--- src/rtl/ret_addr_stack_if.sv ---
// Interface between next-PC logic and the return-address stack.
// The master side issues call/ret operations; the slave side is the stack itself.
interface ret_addr_stack_if #(
  parameter int unsigned CNT_W = 4
);
  logic             push;
  logic             pop;
  logic [15:0]      push_addr;
  logic             stall;
  logic             err_clr;
  logic [15:0]      ret_addr;
  logic             empty;
  logic             full;
  logic [CNT_W-1:0] count;
  logic             ovf_err;
  logic             unf_err;

  modport master (
    output push, pop, push_addr, stall, err_clr,
    input  ret_addr, empty, full, count, ovf_err, unf_err
  );

  modport slave (
    input  push, pop, push_addr, stall, err_clr,
    output ret_addr, empty, full, count, ovf_err, unf_err
  );
endinterface

--- src/rtl/ret_addr_stack.sv ---
// Circular return-address stack: calls push the return PC, rets pop it.
// Overflow overwrites the oldest entry; over/underflow raise sticky error flags.
module ret_addr_stack #(
  parameter int unsigned DEPTH = 8,
  parameter int unsigned PTR_W = $clog2(DEPTH),
  parameter int unsigned CNT_W = PTR_W + 1
) (
  input logic               clk,
  input logic               rst,
  ret_addr_stack_if.slave   bus
);

  localparam logic [CNT_W-1:0] FullCnt = CNT_W'(DEPTH);

  logic [15:0]      mem [DEPTH];
  logic [PTR_W-1:0] top_q, top_d, top_m1;
  logic [CNT_W-1:0] count_q, count_d;
  logic             ovf_q, ovf_d;
  logic             unf_q, unf_d;
  logic             is_empty, is_full;
  logic             we;
  logic [PTR_W-1:0] waddr;

  assign is_empty = (count_q == '0);
  assign is_full  = (count_q == FullCnt);
  assign top_m1   = top_q - PTR_W'(1);

  always_comb begin
    top_d   = top_q;
    count_d = count_q;
    ovf_d   = ovf_q;
    unf_d   = unf_q;
    we      = 1'b0;
    waddr   = top_q;
    if (!bus.stall) begin
      // Clear first so an error raised this cycle wins over err_clr.
      if (bus.err_clr) begin
        ovf_d = 1'b0;
        unf_d = 1'b0;
      end
      if (bus.push && bus.pop && !is_empty) begin
        we    = 1'b1;
        waddr = top_m1;
      end else if (bus.push) begin
        we    = 1'b1;
        top_d = top_q + PTR_W'(1);
        if (is_full) begin
          ovf_d = 1'b1;
        end else begin
          count_d = count_q + CNT_W'(1);
        end
        if (bus.pop) begin
          unf_d = 1'b1;
        end
      end else if (bus.pop) begin
        if (is_empty) begin
          unf_d = 1'b1;
        end else begin
          top_d   = top_m1;
          count_d = count_q - CNT_W'(1);
        end
      end
    end
  end

  always_ff @(posedge clk) begin
    if (rst) begin
      top_q   <= '0;
      count_q <= '0;
      ovf_q   <= 1'b0;
      unf_q   <= 1'b0;
    end else begin
      top_q   <= top_d;
      count_q <= count_d;
      ovf_q   <= ovf_d;
      unf_q   <= unf_d;
    end
  end

  // Storage is deliberately not cleared on reset; count gates its visibility.
  always_ff @(posedge clk) begin
    if (we && !rst) begin
      mem[waddr] <= bus.push_addr;
    end
  end

  assign bus.ret_addr = is_empty ? 16'h0000 : mem[top_m1];
  assign bus.empty    = is_empty;
  assign bus.full     = is_full;
  assign bus.count    = count_q;
  assign bus.ovf_err  = ovf_q;
  assign bus.unf_err  = unf_q;

endmodule

--- src/flat_wrapper.sv ---
// flat-port wrapper written by rule: the top's interface ports become plain ports
module ret_addr_stack_flat 
#(
  parameter int unsigned DEPTH = 8,
  parameter int unsigned PTR_W = $clog2(DEPTH),
  parameter int unsigned CNT_W = PTR_W + 1
)
  (clk, rst, bus_push, bus_pop, bus_push_addr, bus_stall, bus_err_clr, bus_ret_addr, bus_empty, bus_full, bus_count, bus_ovf_err, bus_unf_err);
  ret_addr_stack_if #(.CNT_W(CNT_W)) bus_i ();
  input logic clk;
  input logic rst;
  input wire logic [$bits(bus_i.push)-1:0] bus_push;
  input wire logic [$bits(bus_i.pop)-1:0] bus_pop;
  input wire logic [$bits(bus_i.push_addr)-1:0] bus_push_addr;
  input wire logic [$bits(bus_i.stall)-1:0] bus_stall;
  input wire logic [$bits(bus_i.err_clr)-1:0] bus_err_clr;
  output wire logic [$bits(bus_i.ret_addr)-1:0] bus_ret_addr;
  output wire logic [$bits(bus_i.empty)-1:0] bus_empty;
  output wire logic [$bits(bus_i.full)-1:0] bus_full;
  output wire logic [$bits(bus_i.count)-1:0] bus_count;
  output wire logic [$bits(bus_i.ovf_err)-1:0] bus_ovf_err;
  output wire logic [$bits(bus_i.unf_err)-1:0] bus_unf_err;
  assign bus_i.push = bus_push;
  assign bus_i.pop = bus_pop;
  assign bus_i.push_addr = bus_push_addr;
  assign bus_i.stall = bus_stall;
  assign bus_i.err_clr = bus_err_clr;
  assign bus_ret_addr = bus_i.ret_addr;
  assign bus_empty = bus_i.empty;
  assign bus_full = bus_i.full;
  assign bus_count = bus_i.count;
  assign bus_ovf_err = bus_i.ovf_err;
  assign bus_unf_err = bus_i.unf_err;
  ret_addr_stack #(.DEPTH(DEPTH), .PTR_W(PTR_W), .CNT_W(CNT_W)) u_core (.clk(clk), .rst(rst), .bus(bus_i));
endmodule
--- config.mk ---
export PLATFORM = sky130hd
export DESIGN_NAME = ret_addr_stack_flat
export DESIGN_NICKNAME = d
export VERILOG_FILES = /design/src/rtl/ret_addr_stack_if.sv /design/src/rtl/ret_addr_stack.sv /design/src/flat_wrapper.sv
export SDC_FILE = /design/constraint.sdc
export NUM_CORES = 1
export LEC_CHECK = 0
export ABC_AREA = 0
export BUFFER_PORTS_ARGS = -buffer_cell sky130_fd_sc_hd__buf_2
export CAP_MARGIN = 20
export CORE_MARGIN = 3
export CORE_UTILIZATION = 50
export DETAILED_ROUTE_END_ITERATION = 10
export PLACE_DENSITY = 0.71
export REMOVE_ABC_BUFFERS = 1
export SYNTH_ARGS = -nofsm -noshare
export SYNTH_HDL_FRONTEND = slang
export SYNTH_SLANG_ARGS = --single-unit
--- constraint.sdc ---
create_clock -name clk -period 3.05 [get_ports clk]
set_input_delay 0.1525 -clock clk [delete_from_list [all_inputs] [get_ports clk]]
set_output_delay 0.1525 -clock clk [all_outputs]
set_load 0.05 [all_outputs]
; ---- Yosys cells after proc, flatten, opt, wreduce, memory -nomap -nowiden
; Memories as Yosys holds them, arrays and structs flattened.
; Cells that the tools add are included.
; W data, S select, Z words.
[totals]
register_bits = 9
in_bits = 22
ramBits = 128
out_inout_bits = 24
mem_count = 1
[op_classes]
addsub = 4
n_mux = 25
n_reduce_logical = 9
bitwise = 2
eq_ne = 3
[memory_table]
columns = name, depth, width, rd, rd_clocked_by_memory_dff, write_ports, line_no
row1 = u_core.mem, 8, 16, 1, 0, 1, ret_addr_stack.sv:15  ; logic [15:0] mem [DEPTH];
[op_table]
columns = op, n
row1 = $mux W16, 1
row2 = $mux W4, 4
row3 = $mux W1, 15
row4 = $mux W3, 5
row5 = $reduce_and A5 Y1, 1
row6 = $add A4 B1 Y4 const B, 1
row7 = $eq A4 B4 Y1 const B, 1
row8 = $logic_not A4 Y1, 1
row9 = $ne A2 B2 Y1 const B, 2
row10 = $reduce_and A4 Y1, 1
row11 = $sub A4 B1 Y4 const B, 1
row12 = $add A3 B1 Y3 const B, 1
row13 = $logic_and A1 B1 Y1, 3
row14 = $sub A3 B1 Y3 const B, 1
row15 = $logic_not A1 Y1, 2
row16 = $not A1 Y1, 2
row17 = $reduce_bool A2 Y1, 1

; ---- Logic depth before layout (Yosys ltp)
[depth]
ltp_word = 8
mapped_depth = 9
depth_no_buf = 6

; ---- Worst setup path after synthesis
; No wires, ideal clock.
[synth_path]
kind = register to register
start = reg u_core.top_q[0]
end = mem u_core.mem[0][0], enable pin
n_path_buf = 3
setup_ps = 394
path_slack_ps = -89
t_arrival_ps = 2745
path_stages_with_launch = 10
path_cell_list = dfxtp_1 -> buf_2 -> buf_2 -> clkinv_1 -> ha_1 -> buf_2 -> nor2b_1 -> a22oi_1 -> or3_1 -> a21oi_1
[synth_via]
elab_chain_cells = 3
[synth_rtl]
columns = item, line_no
row1 = start: declaration, ret_addr_stack.sv:16  ; logic [PTR_W-1:0] top_q, top_d, top_m1;
row2 = start signal: assignment, ret_addr_stack.sv:73  ; top_q <= top_d;
row3 = $sub A3 B1 Y3, ret_addr_stack.sv:26  ; assign top_m1 = top_q - PTR_W'(1);
row4 = $mux W3, ret_addr_stack.sv:41  ; if (bus.push && bus.pop && !is_empty) begin
row5 = $mux W3 *, ret_addr_stack.sv:35  ; if (!bus.stall) begin
row6 = end: declaration, ret_addr_stack.sv:15
; Every way passes the cells marked *; elsewhere a longest branch is shown, timed or not.

; ---- Worst setup path after layout
[layout_path]
start = reg u_core.top_q[0]
end = out bus_ret_addr[4]
[layout_via]
elab_chain_cells = 3
[layout_rtl]
columns = item, line_no
row1 = $sub A3 B1 Y3, ret_addr_stack.sv:26
row2 = $mem_v2 Z8 W16, -
row3 = $mux W16, ret_addr_stack.sv:87  ; assign bus.ret_addr = is_empty ? 16'h0000 : mem[top_m1];
row4 = end: declaration, flat_wrapper.sv:17  ; output wire logic [$bits(bus_i.ret_addr)-1:0] bus_ret_addr;
; No other way between the ends.

==> results.md <==
- Setup crit end kind: primary output
- First-pass GRT wire length: 18,300 um
- HPWL after DPL: 6880 um
- Worst Path Max Fanout: 13
- CTS tree: built
- Core area: 11,000 sq um
- Crit path arrival time: 2.64 ns
- Worst Path Required: 2.90 ns
- Kind of critical path: flop to primary output
- Antenna violations before repair: 0
- Max Slew Vio Count: 0
- Overall power: 5250 uW
- Vias/cell: 5.86
- Internal power: 3720 uW
- Largest net degree at the start of global routing: 43
- Final Instance Area: 6860 sq um
- Tmin final: 2.79 ns
- GRT overflow: 0
- Setup_tns: 0 ns
- Slew headroom: 51.7%
- Max-Cap Viols: 0
- DR DRC count: 0
- R2r setup slk: 0.41 ns
- Pwr/cell area: 765 nW/um^2
- Largest family of logic cells by synthesized area: multiplexers
- DR iter-0 viols: 243
- Worst-Margin Slew: 0.725 ns
- Die Y: 113 um
- DRT Pass-1 Iters: 5
- Initial Utilization: 51.8%
- Register area: 4030 sq um
- Total setup violations reported at the end of the flow: 0
- Post-synthesis compound-gate area fraction: 4.79%
- EDFF count, synth: 128
- GPL Wtd Cong: 0.798
- DRT antenna net count: 0
- Synth area leader: edfxtp_1
- RSZ-0062 raised after global routing: false
- Synth Area in Simple Gates: 7.50%
- Root Buffer Master: clkbuf_16
- Register area share after synthesis: 70.7%
- Post-CTS sizing: 0
- Multi-input logic area: 1600 sq um
- Count of cell types in the netlist: 42
- Post-Synthesis Cells: 328
- Sequential Power Share: 40.4%
- HP Class: primary input to flop
- Critical path's largest stage delay: 0.41 ns
- All-layer global routing usage: 19.2%
- Die area: 12,700 sq um
- Vias in the first global route: 3,398
- Area grow syn2layout: 20.6%
- Final hold vios: 0
- Sw Share: 29.2%
- IO Port Bufs: 45
- Combinational power share: 19.4%
- Tcrit/Tclk final: 91.4%
- FFs w/ async S/R, synth: 0%
- Synth Cell Area: 5690 sq um
- Top cells by area, synth: edfxtp_1 68%, mux4_2 13%, dfxtp_1 3.2%
- Peak supply drop: 0.000442 V
- Dpl cell area: 6190 sq um
- Clock slew at reported path FFs: 0.06 ns
- Status: finished, final reports clean
- FF+latch count, synth: 137
- Worst Setup Start Kind: flop
- Power share of the clock group: 40.2%
- Slowest CP cell: ha_1
- I/O pins: 46
- Final Util: 62.5%
- NetSw: 1530 uW
- Adder-Cell Fraction of Synth Area: 1.23%
- Worst skew pair latency: 0.42 ns
- Peak Freq: 359 MHz
- Most frequent cell after synthesis: edfxtp_1
- Vias: 3,242
- # fillers: 757
- Setup Buffers After CTS: 0
- Die X: 113 um
- NumNets Final: 427
- Clk sinks: 137
- XOR/XNOR Fraction of Synth Area: 0.726%
- Wire per inst: 20.5 um
- Num rows: 38
- Post-synth top flop: edfxtp_1
- Setup Skew: 0.00609 ns
- CTS H-tree depth: 4
- Static leakage: 0.00233 uW
- Num CTS Buffers: 17
- Commonest cells post-synth: 128 x edfxtp_1, 34 x nand2_1, 32 x mux4_2, 30 x a21oi_1
- Top-area cell type share of the netlist area: 67.6%
- Final WL: 11,300 um
- Layout cells sized above 1: 35.8%
- # diodes: 0
- Clock tree buffer depth: 2
- CP cell instances: clkinv_1 > ha_1 > xnor2_2 > buf_4 > nand2_1 > a21oi_1 > buf_2
- Ys Warns: 0
- Mapped Avg Cell Area: 17.3 sq um
- Post-synthesis mux area share: 13.3%
==> flip-flops by register name, indices dropped and copies added, names as in the netlist <==
register / flops
u_core.mem: 128
u_core.bus.count: 4
u_core.top_q: 3
u_core.bus.ovf_err: 1
u_core.bus.unf_err: 1
==> layout make-up <==
type	count	area share, %
multi-input cells	169	23.3
inverters	5	0.274
clock buffers	17	6.20
clock inverters	15	2.79
repair buffers	70	6.20
well taps	140	2.55
flip-flops and latches	137	58.7
==> layer usage <==
| metal | share of wire [%] | vias to the layer above | track usage, % |
|---|---|---|---|
| li1 | - | 1456 | - |
| met1 | 42 | 1661 | 26.3 |
| met2 | 50 | 109 | 30.1 |
| met3 | 7.0 | 16 | 4.74 |
| met4 | 1.6 | 0 | 7.37 |
| met5 | 0 | - | 0 |
==> critical path, delay by kind of cell, from the launching register on <==
| kind | cells | cell delay (ns) |
|---|---|---|
| compound gates | 1 | 0.20 |
| fa+ha+maj | 1 | 0.41 |
| flops | 1 | 0.33 |
| simple gates | 1 | 0.07 |
| buf+inv | 3 | 0.86 |
| xor+xnor | 1 | 0.34 |
==> metrics by stage <==
stage | std cells | setup WS [ns] | hold WS, ns
global placement | 516 | 0.603 | 0.416
detailed placement | 516 | 0.528 | 0.428
global route | 553 | 0.118 | 0.0145
finish | 553 | 0.262 | 0.0112
floorplan | 311 | -2.24 | 0.222
CTS | 553 | 0.251 | 0.00112
==> cells by family after synthesis <==
| kind of cell | Yosys count |
|---|---|
| compound gates | 43 |
| xor+xnor | 3 |
| flops | 137 |
| mux | 35 |
| fa+ha+maj | 5 |
| buf+inv | 22 |
| simple gates | 83 |
==> final timing paths <==
check,cells past startpoint,from,to
max,7,u_core.top_q[0]$_SDFFE_PP0P_,bus_ret_addr[4]
max reg2reg,8,u_core.top_q[0]$_SDFFE_PP0P_,u_core.mem[2][11]$_DFFE_PP_
min reg2reg,2,u_core.bus.ovf_err$_SDFFE_PP0N_,u_core.bus.ovf_err$_SDFFE_PP0N_
min,1,bus_push_addr[3],u_core.mem[1][3]$_DFFE_PP_
==> cells in the final DEF (no fill, tap or decap), types with 2 or more instances in the layout <==
cell and instances:
a21oi_1 22, a21oi_2 8, a22oi_1 3, a32oi_1 3, and3_1 2, buf_2 45, buf_4 20, bufinv_16 3
clkbuf_16 17, clkinv_1 2, clkinvlp_4 5, dfxtp_1 8, dlygate4sd3_1 5, edfxtp_1 128, ha_1 4, inv_1 3
inv_6 5, mux4_2 32, nand2_1 34, nand2b_1 2, nand3_1 9, nand4_1 2, nor2_1 7, nor2b_1 5
nor3_1 6, o21ai_0 2, or3_1 9
==> repair_timing <==
item | 4_1_cts | 5_1_grt
endpoints found under the hold margin | 36 | 0
endpoints found under the setup margin | 0 | 0
hold buffers | 5 | 0
==> power by group through the flow <==
stage / Clock, uW / Combinational, uW / Sequential (uW)
after global routing: 2230 / 1090 / 2120
after CTS: 2140 / 1030 / 2120
after detailed placement: 0 / 1020 / 2160
final: 2110 / 1020 / 2120
after floorplan: 0 / 677 / 2210
after global placement: 0 / 1010 / 2160
No activity file was read; power rests on OpenSTA's default activity.
